==> src/rtl/uart_tx_fifo.sv <==
// uart_tx_fifo: byte FIFO feeding an LSB-first UART transmitter (8N1).
// Define UART_TX_PARITY_EN to add an even-parity bit after the data (8E1).
module uart_tx_fifo #(
    parameter int unsigned CLKS_PER_BIT = 10417,
    parameter int unsigned FIFO_AW      = 3
) (
    input  logic       clk,
    input  logic       reset_n,
    input  logic [7:0] wr_data,
    input  logic       wr_en,
    output logic       full,
    output logic       overflow,
    output logic       busy,
    output logic       tx
);

    localparam int unsigned DEPTH = 1 << FIFO_AW;
    localparam int unsigned CNT_W = FIFO_AW + 1;
    localparam logic [CNT_W-1:0] FULL_CNT = CNT_W'(DEPTH);
    localparam logic [15:0] LAST_CNT = 16'(CLKS_PER_BIT - 1);

    typedef enum logic [2:0] {
        S_IDLE   = 3'd0,
        S_START  = 3'd1,
        S_DATA   = 3'd2,
`ifdef UART_TX_PARITY_EN
        S_PARITY = 3'd3,
`endif
        S_STOP   = 3'd4
    } state_e;

    // FIFO storage and bookkeeping
    logic [7:0]         mem_q [DEPTH];
    logic [FIFO_AW-1:0] wptr_q, wptr_d;
    logic [FIFO_AW-1:0] rptr_q, rptr_d;
    logic [CNT_W-1:0]   count_q, count_d;
    logic               overflow_q, overflow_d;
    logic               push;
    logic               pop;
    logic [7:0]         head;

    // Transmitter state
    state_e      state_q, state_d;
    logic [15:0] cnt_q, cnt_d;
    logic [2:0]  bit_q, bit_d;
    logic [7:0]  shreg_q, shreg_d;
    logic        tx_q, tx_d;
    logic        bit_done;
`ifdef UART_TX_PARITY_EN
    logic        parity_q, parity_d;
`endif

    assign full     = (count_q == FULL_CNT);
    assign overflow = overflow_q;
    assign busy     = (state_q != S_IDLE) || (count_q != '0);
    assign tx       = tx_q;

    assign push     = wr_en && !full;
    assign head     = mem_q[rptr_q];
    assign bit_done = (cnt_q == LAST_CNT);

    // FIFO data array; contents are don't-care after reset
    always_ff @(posedge clk) begin
        if (push) begin
            mem_q[wptr_q] <= wr_data;
        end
    end

    // FIFO pointer/count next state; a full FIFO drops the write
    // even when the transmitter pops on the same edge
    always_comb begin
        wptr_d     = wptr_q;
        rptr_d     = rptr_q;
        count_d    = count_q;
        overflow_d = wr_en && full;
        if (push) begin
            wptr_d = wptr_q + FIFO_AW'(1);
        end
        if (pop) begin
            rptr_d = rptr_q + FIFO_AW'(1);
        end
        case ({push, pop})
            2'b10:   count_d = count_q + CNT_W'(1);
            2'b01:   count_d = count_q - CNT_W'(1);
            default: count_d = count_q;
        endcase
    end

    // Transmit FSM next state; bit counter restarts on every bit change
    always_comb begin
        state_d = state_q;
        cnt_d   = cnt_q;
        bit_d   = bit_q;
        shreg_d = shreg_q;
        pop     = 1'b0;
`ifdef UART_TX_PARITY_EN
        parity_d = parity_q;
`endif
        case (state_q)
            S_IDLE: begin
                cnt_d = '0;
                bit_d = '0;
                if (count_q != '0) begin
                    pop     = 1'b1;
                    shreg_d = head;
                    state_d = S_START;
`ifdef UART_TX_PARITY_EN
                    parity_d = ^head;
`endif
                end
            end
            S_START: begin
                if (bit_done) begin
                    cnt_d   = '0;
                    state_d = S_DATA;
                end else begin
                    cnt_d = cnt_q + 16'd1;
                end
            end
            S_DATA: begin
                if (bit_done) begin
                    cnt_d   = '0;
                    shreg_d = {1'b0, shreg_q[7:1]};
                    if (bit_q == 3'd7) begin
                        bit_d   = '0;
`ifdef UART_TX_PARITY_EN
                        state_d = S_PARITY;
`else
                        state_d = S_STOP;
`endif
                    end else begin
                        bit_d = bit_q + 3'd1;
                    end
                end else begin
                    cnt_d = cnt_q + 16'd1;
                end
            end
`ifdef UART_TX_PARITY_EN
            S_PARITY: begin
                if (bit_done) begin
                    cnt_d   = '0;
                    state_d = S_STOP;
                end else begin
                    cnt_d = cnt_q + 16'd1;
                end
            end
`endif
            S_STOP: begin
                if (bit_done) begin
                    cnt_d   = '0;
                    state_d = S_IDLE;
                end else begin
                    cnt_d = cnt_q + 16'd1;
                end
            end
            default: begin
                cnt_d   = '0;
                bit_d   = '0;
                state_d = S_IDLE;
            end
        endcase
    end

    // Line level for the current state, registered one cycle later
    always_comb begin
        tx_d = 1'b1;
        case (state_q)
            S_IDLE:   tx_d = 1'b1;
            S_START:  tx_d = 1'b0;
            S_DATA:   tx_d = shreg_q[0];
`ifdef UART_TX_PARITY_EN
            S_PARITY: tx_d = parity_q;
`endif
            S_STOP:   tx_d = 1'b1;
            default:  tx_d = 1'b1;
        endcase
    end

    // State registers; reset aborts any frame and empties the FIFO
    always_ff @(posedge clk or negedge reset_n) begin
        if (!reset_n) begin
            wptr_q     <= '0;
            rptr_q     <= '0;
            count_q    <= '0;
            overflow_q <= 1'b0;
            state_q    <= S_IDLE;
            cnt_q      <= '0;
            bit_q      <= '0;
            shreg_q    <= '0;
            tx_q       <= 1'b1;
`ifdef UART_TX_PARITY_EN
            parity_q   <= 1'b0;
`endif
        end else begin
            wptr_q     <= wptr_d;
            rptr_q     <= rptr_d;
            count_q    <= count_d;
            overflow_q <= overflow_d;
            state_q    <= state_d;
            cnt_q      <= cnt_d;
            bit_q      <= bit_d;
            shreg_q    <= shreg_d;
            tx_q       <= tx_d;
`ifdef UART_TX_PARITY_EN
            parity_q   <= parity_d;
`endif
        end
    end

endmodule

==> config.mk <==
export PLATFORM = sky130hd
export DESIGN_NAME = uart_tx_fifo
export DESIGN_NICKNAME = d
export VERILOG_FILES = /design/src/rtl/uart_tx_fifo.sv
export SDC_FILE = /design/constraint.sdc
export NUM_CORES = 1
export LEC_CHECK = 0
export ABC_AREA = 1
export CORE_ASPECT_RATIO = 0.5
export CORE_MARGIN = 2
export CORE_UTILIZATION = 45
export DETAILED_ROUTE_END_ITERATION = 6
export GPL_TIMING_DRIVEN = 0
export MAX_ROUTING_LAYER = met4
export PLACE_DENSITY = 0.62
export SKIP_CTS_REPAIR_TIMING = 1
export SLEW_MARGIN = 30
export SYNTH_ARGS = -nofsm -noshare
export SYNTH_HDL_FRONTEND = slang
export SYNTH_SLANG_ARGS = --single-unit
==> constraint.sdc <==
create_clock -name clk -period 2.56 [get_ports clk]
set_clock_uncertainty 0.1 [all_clocks]
set_input_delay 0.256 -clock clk [delete_from_list [all_inputs] [get_ports clk]]
set_output_delay 0.256 -clock clk [all_outputs]
set_load 0.02 [all_outputs]
==> metrics.md, run 1 <==
| Metric | Value |
|---|---|
| Nets | 532 |
| Die H | 77.05 um |
| Top FF cell, synth | edfxtp_1 |
| Largest net degree at the start of global routing | 24 |
| EDFF count, synth | 64 |
| Synth-to-Final Area Change | 13.73% |
| Status | complete, no violations |
| Final TNS setup | 0 ns |
| Die ar. | 11560 um^2 |
| Crit path time final | 2.302 ns |
| Syn Nets | 505 |
| Sequential Area | 2974 um^2 |
| Max-slew violations | 0 |
| Reg2reg setup slack | 0.26 ns |
| Worst endpoint required time | 2.44 ns |
| # fillers | 930 |
| Worst-Margin Slew | 0.9094 ns |
| PwrDens | 734.1 nW/um^2 |
| Number of synthesized register bits | 106 |
| Period Utilization, post-route | 89.91% |
| GRT overflow | 0 |
| Multi-input logic area | 1645 um^2 |
| DRT antenna net count | 0 |
| Final Core Density | 53.13% |
| Max cap viols | 0 |
| Critical Path End Type | flop |
| Global placement routability congestion | 0.8285 |
| Unrepaired setup endpoints after global routing | no |
| Clock Tree Root | clkbuf_16 |
| Antenna diodes | 0 |
| Antenna violations before repair | 0 |
| First-pass GRT wire length | 16720 um |
| Setup violators final | 0 |
| Layout Cells excl Fill | 657 |
| Register area share after synthesis | 61.93% |
| Max Fclk | 434.5 MHz |
| Vias in the first global route | 3206 |
| Die X | 150.1 um |
| Placed Instances | 640 |
| Max-slew headroom | 39.15% |
| Synth Warn # | 0 |
| Worst R2R Start | count_q[0] |
| Critical Path AT | 2.18 ns |
| Top Ports | 15 |
| Clock transition at path regs | 0.07 ns |
| CTS tree | done |
| Synthesized instance count | 485 |
| Mapped Avg Cell Area | 9.901 um^2 |
| Critical path class | reg2reg |
| Synth Cell Area | 4802 um^2 |
| Cts bufs inserted | 9 |
| Sink Count | 106 |
| Cell Rows | 26 |
| Synth cell types | 34 |
| Share of cells above drive strength 1 | 11.61% |
| Routed WL | 10160 um |
| Vias | 3345 |
| Crit path max fanout | 8 |
| Area of the core | 10280 um^2 |
| Initial DRT Pass Iterations | 5 |
| Wirelength per Cell | 15.47 um |
| Initial drt markers | 265 |
| Total power | 4.009 mW |
| Clk Latency, worst-skew pair | 0.35 ns |
| Routed vias/inst | 5.091 |
| Longest Clk Path Bufs | 2 |
| R2r endpoint | mem_q[6][0] |
| Leakage power | 2.263 nW |
| Remaining DRCs | 0 |
| Initial core utilization | 46.71% |
| Ys async rst share | 39.62% |
| H-tree depth | 3 |
| Worst hold path type | in2async |
| Final hold vios | 0 |
| R2R depth | 7 |
| GRT Total Usage | 19.71% |
| Worst vdd ir | 0.2886 mV |
| CP Launch Type | flop |
| HPWL Detailed | 6774 um |
| Port Buffer Count | 14 |
## state kept, by name (all words and copies together) (netlist names)
name / count
wptr_q: 3
mem_q: 64
bit_q: 3
tx: 1
state_q: 3
rptr_q: 3
cnt_q: 16
overflow: 1
shreg_q: 8
count_q: 4
## worst max path at each step
stage | from | cells past startpoint | to | slack [ns]
final | count_q[0] | 7 | mem_q[6][0] | 0.26
after global routing | count_q[0] | 8 | mem_q[7][0] | 0.08
after CTS | count_q[0] | 7 | mem_q[2][7] | 0.10
after detailed placement | wr_en | 5 | mem_q[5][3] | 0.09
after global placement | reset_n | 1 | wptr_q[2] | -0.01
after floorplan | state_q[2] | 9 | count_q[2] | 0.60
## layout by cell type (no fill, tap or decap), types with 2 or more instances in the layout
cell,count
dfrtp_1,41
nor3_1,3
nor2_1,54
a21oi_1,4
nand2_1,122
nor3b_1,2
clkinv_1,2
or2_2,5
nand3_1,80
xor2_1,9
inv_6,3
and3_1,2
clkbuf_16,9
inv_2,10
nor2_2,6
or2_0,2
o21ai_0,10
edfxtp_1,64
clkbuf_1,3
nor2_4,2
o211ai_1,2
ha_1,9
nand4_1,8
buf_2,10
inv_1,23
nand2_2,3
clkdlybuf4s50_1,13
## metal layers
metal | vias to the layer above | routed length, um | global-route usage [%]
li1 | 1680 | - | -
met2 | 71 | 4625 | 29.77
met5 | - | 0 | -
met1 | 1579 | 4854 | 27.57
met3 | 15 | 561 | 4.524
met4 | 0 | 120 | 3.962
## cells in the mapped netlist, types with 2 or more instances
cell,number,share of area (%)
nor2_1,56,4.4
nor3_1,3,0.31
and3_1,2,0.26
nor3b_1,2,0.31
inv_1,23,1.8
nand2_1,122,9.5
a21oi_1,4,0.42
nor2_2,4,0.52
clkbuf_1,3,0.23
o21ai_0,10,1.0
ha_1,9,2.3
inv_2,10,0.78
or2_0,2,0.26
or2_2,5,0.65
buf_2,9,0.94
nor2_4,2,0.47
clkinv_1,2,0.16
dfrtp_1,41,21
o211ai_1,2,0.31
edfxtp_1,64,40
nand2_2,3,0.39
xor2_1,9,1.6
nand3_1,80,8.3
nand4_1,8,1.0
## cell families after synthesis
logic type / share of synthesized area, %
AOI/OAI and AO/OA: 2.111
and+or+nand+nor: 27.88
buffers and inverters: 3.908
DFF: 61.93
adders and majority gates: 2.345
xor gates and xnor gates: 1.824
## per-stage QoR
step / worst slack [ns] / hold WS, ns / cell area, um^2
2_1_floorplan: 0.6029 / -0.1396 / 4802
3_3_place_gp: -0.01103 / 0.3817 / 5117
3_5_place_dp: 0.09112 / 0.1548 / 5140
4_1_cts: 0.1043 / -0.2216 / 5446
5_1_grt: 0.08296 / 0.3507 / 5461
6_report: 0.2584 / 0.2967 / 5461
## critical path: stages (launching register included)
cell	delay (ns)
dfrtp_1	0.38
inv_1	0.06
nand2_1	0.08
nor2_2	0.05
nand2_1	0.11
nand2_1	0.14
or2_1	0.30
nor2_1	0.70
## report_power, final
part	switching (mW)	leakage, nW	total, mW	internal [mW]
sequential	0.0829	1.11	2.11	2.03
combinational	0.321	0.999	0.464	0.143
clock	0.654	0.153	1.43	0.776
total	1.06	2.26	4.01	2.95
## final cells by class
| cell class | instances | area share (%) |
|---|---|---|
| Clock inverter | 7 | 1.489 |
| Tap cell | 140 | 3.207 |
| Inverter | 35 | 2.405 |
| Sequential cell | 106 | 54.46 |
| Multi-Input combinational cell | 332 | 30.13 |
| Timing Repair Buffer | 16 | 3.162 |
| Clock buffer | 9 | 4.124 |
| Buffer | 12 | 1.031 |
(Power assumes the default switching activity.)
==> run 2: changes to the inputs <==
CAP_MARGIN = 20   (was default)
CORE_ASPECT_RATIO = 0.9   (was 0.5)
==> run 2 against run 1 <==
Net effect:
- the run now ends with design-rule violations left
- non-clock buffer count unchanged
- sequential cell count unchanged
- combinational power down 2%
==> metrics.md, run 2 (synthesis gave the netlist of run 1 again) <==
| Metric | Value |
|---|---|
| Crit path max fanout | 4 (-4) |
| Comb power frac | 10.9% (-0.7 points) |
| Crit path time final | 2.353 ns (+0.05182 ns) |
| Remaining DRCs | 1 (+1) |
| Clock transition at path regs | 0.07 ns (about the same) |
| Die H | 102 um (+32%) |
| R2r endpoint | count_q[2] |
| Seq pwr share | 50.7% (-2.0 points) |
| Clock Tree Root | clkbuf_16 |
| Cell Int Power | 3.146 mW (+6.6%) |
| Worst endpoint required time | 2.20 ns (-0.24 ns) |
| Max Fclk | 424.9 MHz (-2.2%) |
| Total power | 4.170 mW (+4.0%) |
| Final TNS setup | 0 ns (unchanged) |
| Commonest non-fill, non-tap cells in the layout | nand2_1, nand3_1, edfxtp_1 |
| Routed vias/inst | 5.158 (+1.3%) |
| H-tree depth | 3 (unchanged) |
| Leakage power | 2.279 nW (+0.68%) |
| Reg2reg setup slack | 0.28 ns (+0.02 ns) |
| Port Buffer Count | 14 (unchanged) |
| Critical path's slowest cell | clkdlybuf4s50_1 |
| Net Sw Frac | 24.55% (-1.8 points) |
| Global placement routability congestion | 0.8723 (+5.3%) |
| Max-slew headroom | 42.63% (+3.5 points) |
| Failing checks | design-rule violations |
| Switching power | 1.024 mW (-3.2%) |
| Antenna diodes | 0 (unchanged) |
| PwrDens | 761.0 nW/um^2 (+3.7%) |
| Longest Clk Path Bufs | 2 (unchanged) |
| Setup violators final | 0 (unchanged) |
| Die ar. | 11510 um^2 (-0.42%) |
| Critical Path End Type | output port |
| Worst-Margin Slew | 0.8574 ns (-0.05197 ns) |
| Max cap viols | 0 (unchanged) |
| Top reg by flops | mem_q |
| Initial drt markers | 165 (-38%) |
| Top Ports | 15 (unchanged) |
| Fin area | 5479 um^2 (+0.32%) |
| Worst vdd ir | 0.3887 mV (+35%) |
| Top flop regs | mem_q x64, cnt_q x16, shreg_q x8 |
| Initial core utilization | 46.46% (-0.25 points) |
| Synth-to-Final Area Change | 14.10% |
| GRT overflow | 0 (unchanged) |
| Routed WL | 9868 um (-2.9%) |
| Placed Area | 5119 um^2 (-0.41%) |
| Final Core Density | 53.01% (-0.11 points) |
| Worst hold path type | in2async |
| Max reg flops | 64 (unchanged) |
| Wirelength per Cell | 15.28 um (-1.2%) |
| Period Utilization, post-route | 91.93% (+2.0 points) |
| Commonest non-fill, non-tap cell in the layout | nand2_1 |
| Layout Cells excl Fill | 646 (-1.7%) |
| Largest net degree at the start of global routing | 26 (+8.3%) |
| Area of the core | 10330 um^2 (+0.54%) |
| Dpl ws | 0.1859 ns (+0.09476 ns) |
| GRT Total Usage | 19.04% (-0.67 points) |
| Final setup margin | 0.2065 ns (-0.05182 ns) |
| Cts bufs inserted | 9 (unchanged) |
| DRT antenna net count | 0 (unchanged) |
| Antenna violations before repair | 0 (unchanged) |
| Worst hold margin | 0.2870 ns (-0.009718 ns) |
| Clk Latency, worst-skew pair | 0.35 ns (about the same) |
| Clk pwr share | 38.4% (+2.7 points) |
| R2R depth | 9 (+2) |
| CP top delay family | buffers and inverters |
| Worst R2R Start | state_q[2] |
| CP Launch Type | flop |
| Die X | 112.9 um (-25%) |
| First-pass GRT wire length | 16080 um (-3.8%) |
| Max-slew violations | 0 (unchanged) |
| Crit-path cells | inv_1 -> nand2_1 -> nor2_2 -> nand2_1 -> nor2_1 -> inv_1 -> clkdlybuf4s50_1 |
| Critical Path AT | 2.00 ns (-0.18 ns) |
| Critical path class | reg2out |
| Nets | 532 (unchanged) |
| HPWL Detailed | 6766 um (-0.11%) |
| Sink Count | 106 (unchanged) |
| CTS tree | done |
| Status | finished with violations |
| Largest stage delay, worst path | 0.53 ns (-0.17 ns) |
| Share of cells above drive strength 1 | 11.03% (-0.58 points) |
| Final hold vios | 0 (unchanged) |
| Vias in the first global route | 3176 (-0.94%) |
| Buf/Inv on CP | 3 (+2) |
| Initial DRT Pass Iterations | 7 (+2) |
| Cell Rows | 35 (+35%) |
| Placed Instances | 629 (-1.7%) |
| Vias | 3332 (-0.39%) |
| Unrepaired setup endpoints after global routing | no |
## run 2: cell types whose count changed in the layout (fill, tap and decap cells not counted)
cell       before  now
inv_6           3    1
clkbuf_1        3    4
inv_8           1    2
buf_16          1    0
nor2_2          6    4
buf_12          0    1
bufinv_16       1    3
clkinv_4        1    0
clkinv_2        1    0
nor2_1         54   56
## run 2: cell type report
| cell class | count | area (um^2) |
|---|---|---|
| tap | 129 | 161.4 |
| inverter | 35 | 131.4 |
| sequential | 106 | 2974 |
| clock inverter | 6 | 121.4 |
| clock buffer | 10 | 229.0 |
| fill | 921 | 4856 |
| timing repair buffer | 16 | 165.2 |
| buffer | 12 | 56.30 |
| multi-input combinational | 332 | 1640 |
## run 2: worst max-delay path by stage
stage	start	endpoint	cells past startpoint
floorplan	state_q[2]	count_q[2]	9
global placement	reset_n	count_q[0]	1
detailed placement	wr_en	mem_q[4][2]	4
CTS	count_q[0]	busy	7
global route	count_q[0]	busy	7
finish	count_q[0]	busy	7
## run 2: per-layer routing
layer / up-vias / routed length (um) / track usage [%]
met5: - / 0 / -
met3: 4 / 465 / 4.626
met2: 67 / 4573 / 29.38
met4: 0 / 51 / 4.878
met1: 1582 / 4779 / 25.72
li1: 1679 / - / -
## run 2: power groups by stage
stage | clock (mW) | sequential (mW) | combinational, mW
floorplan | 0 | 2.13 | 0.299
global placement | 0 | 2.14 | 0.440
detailed placement | 0 | 2.15 | 0.461
CTS | 1.63 | 2.11 | 0.464
global route | 1.71 | 2.13 | 0.526
finish | 1.60 | 2.11 | 0.455
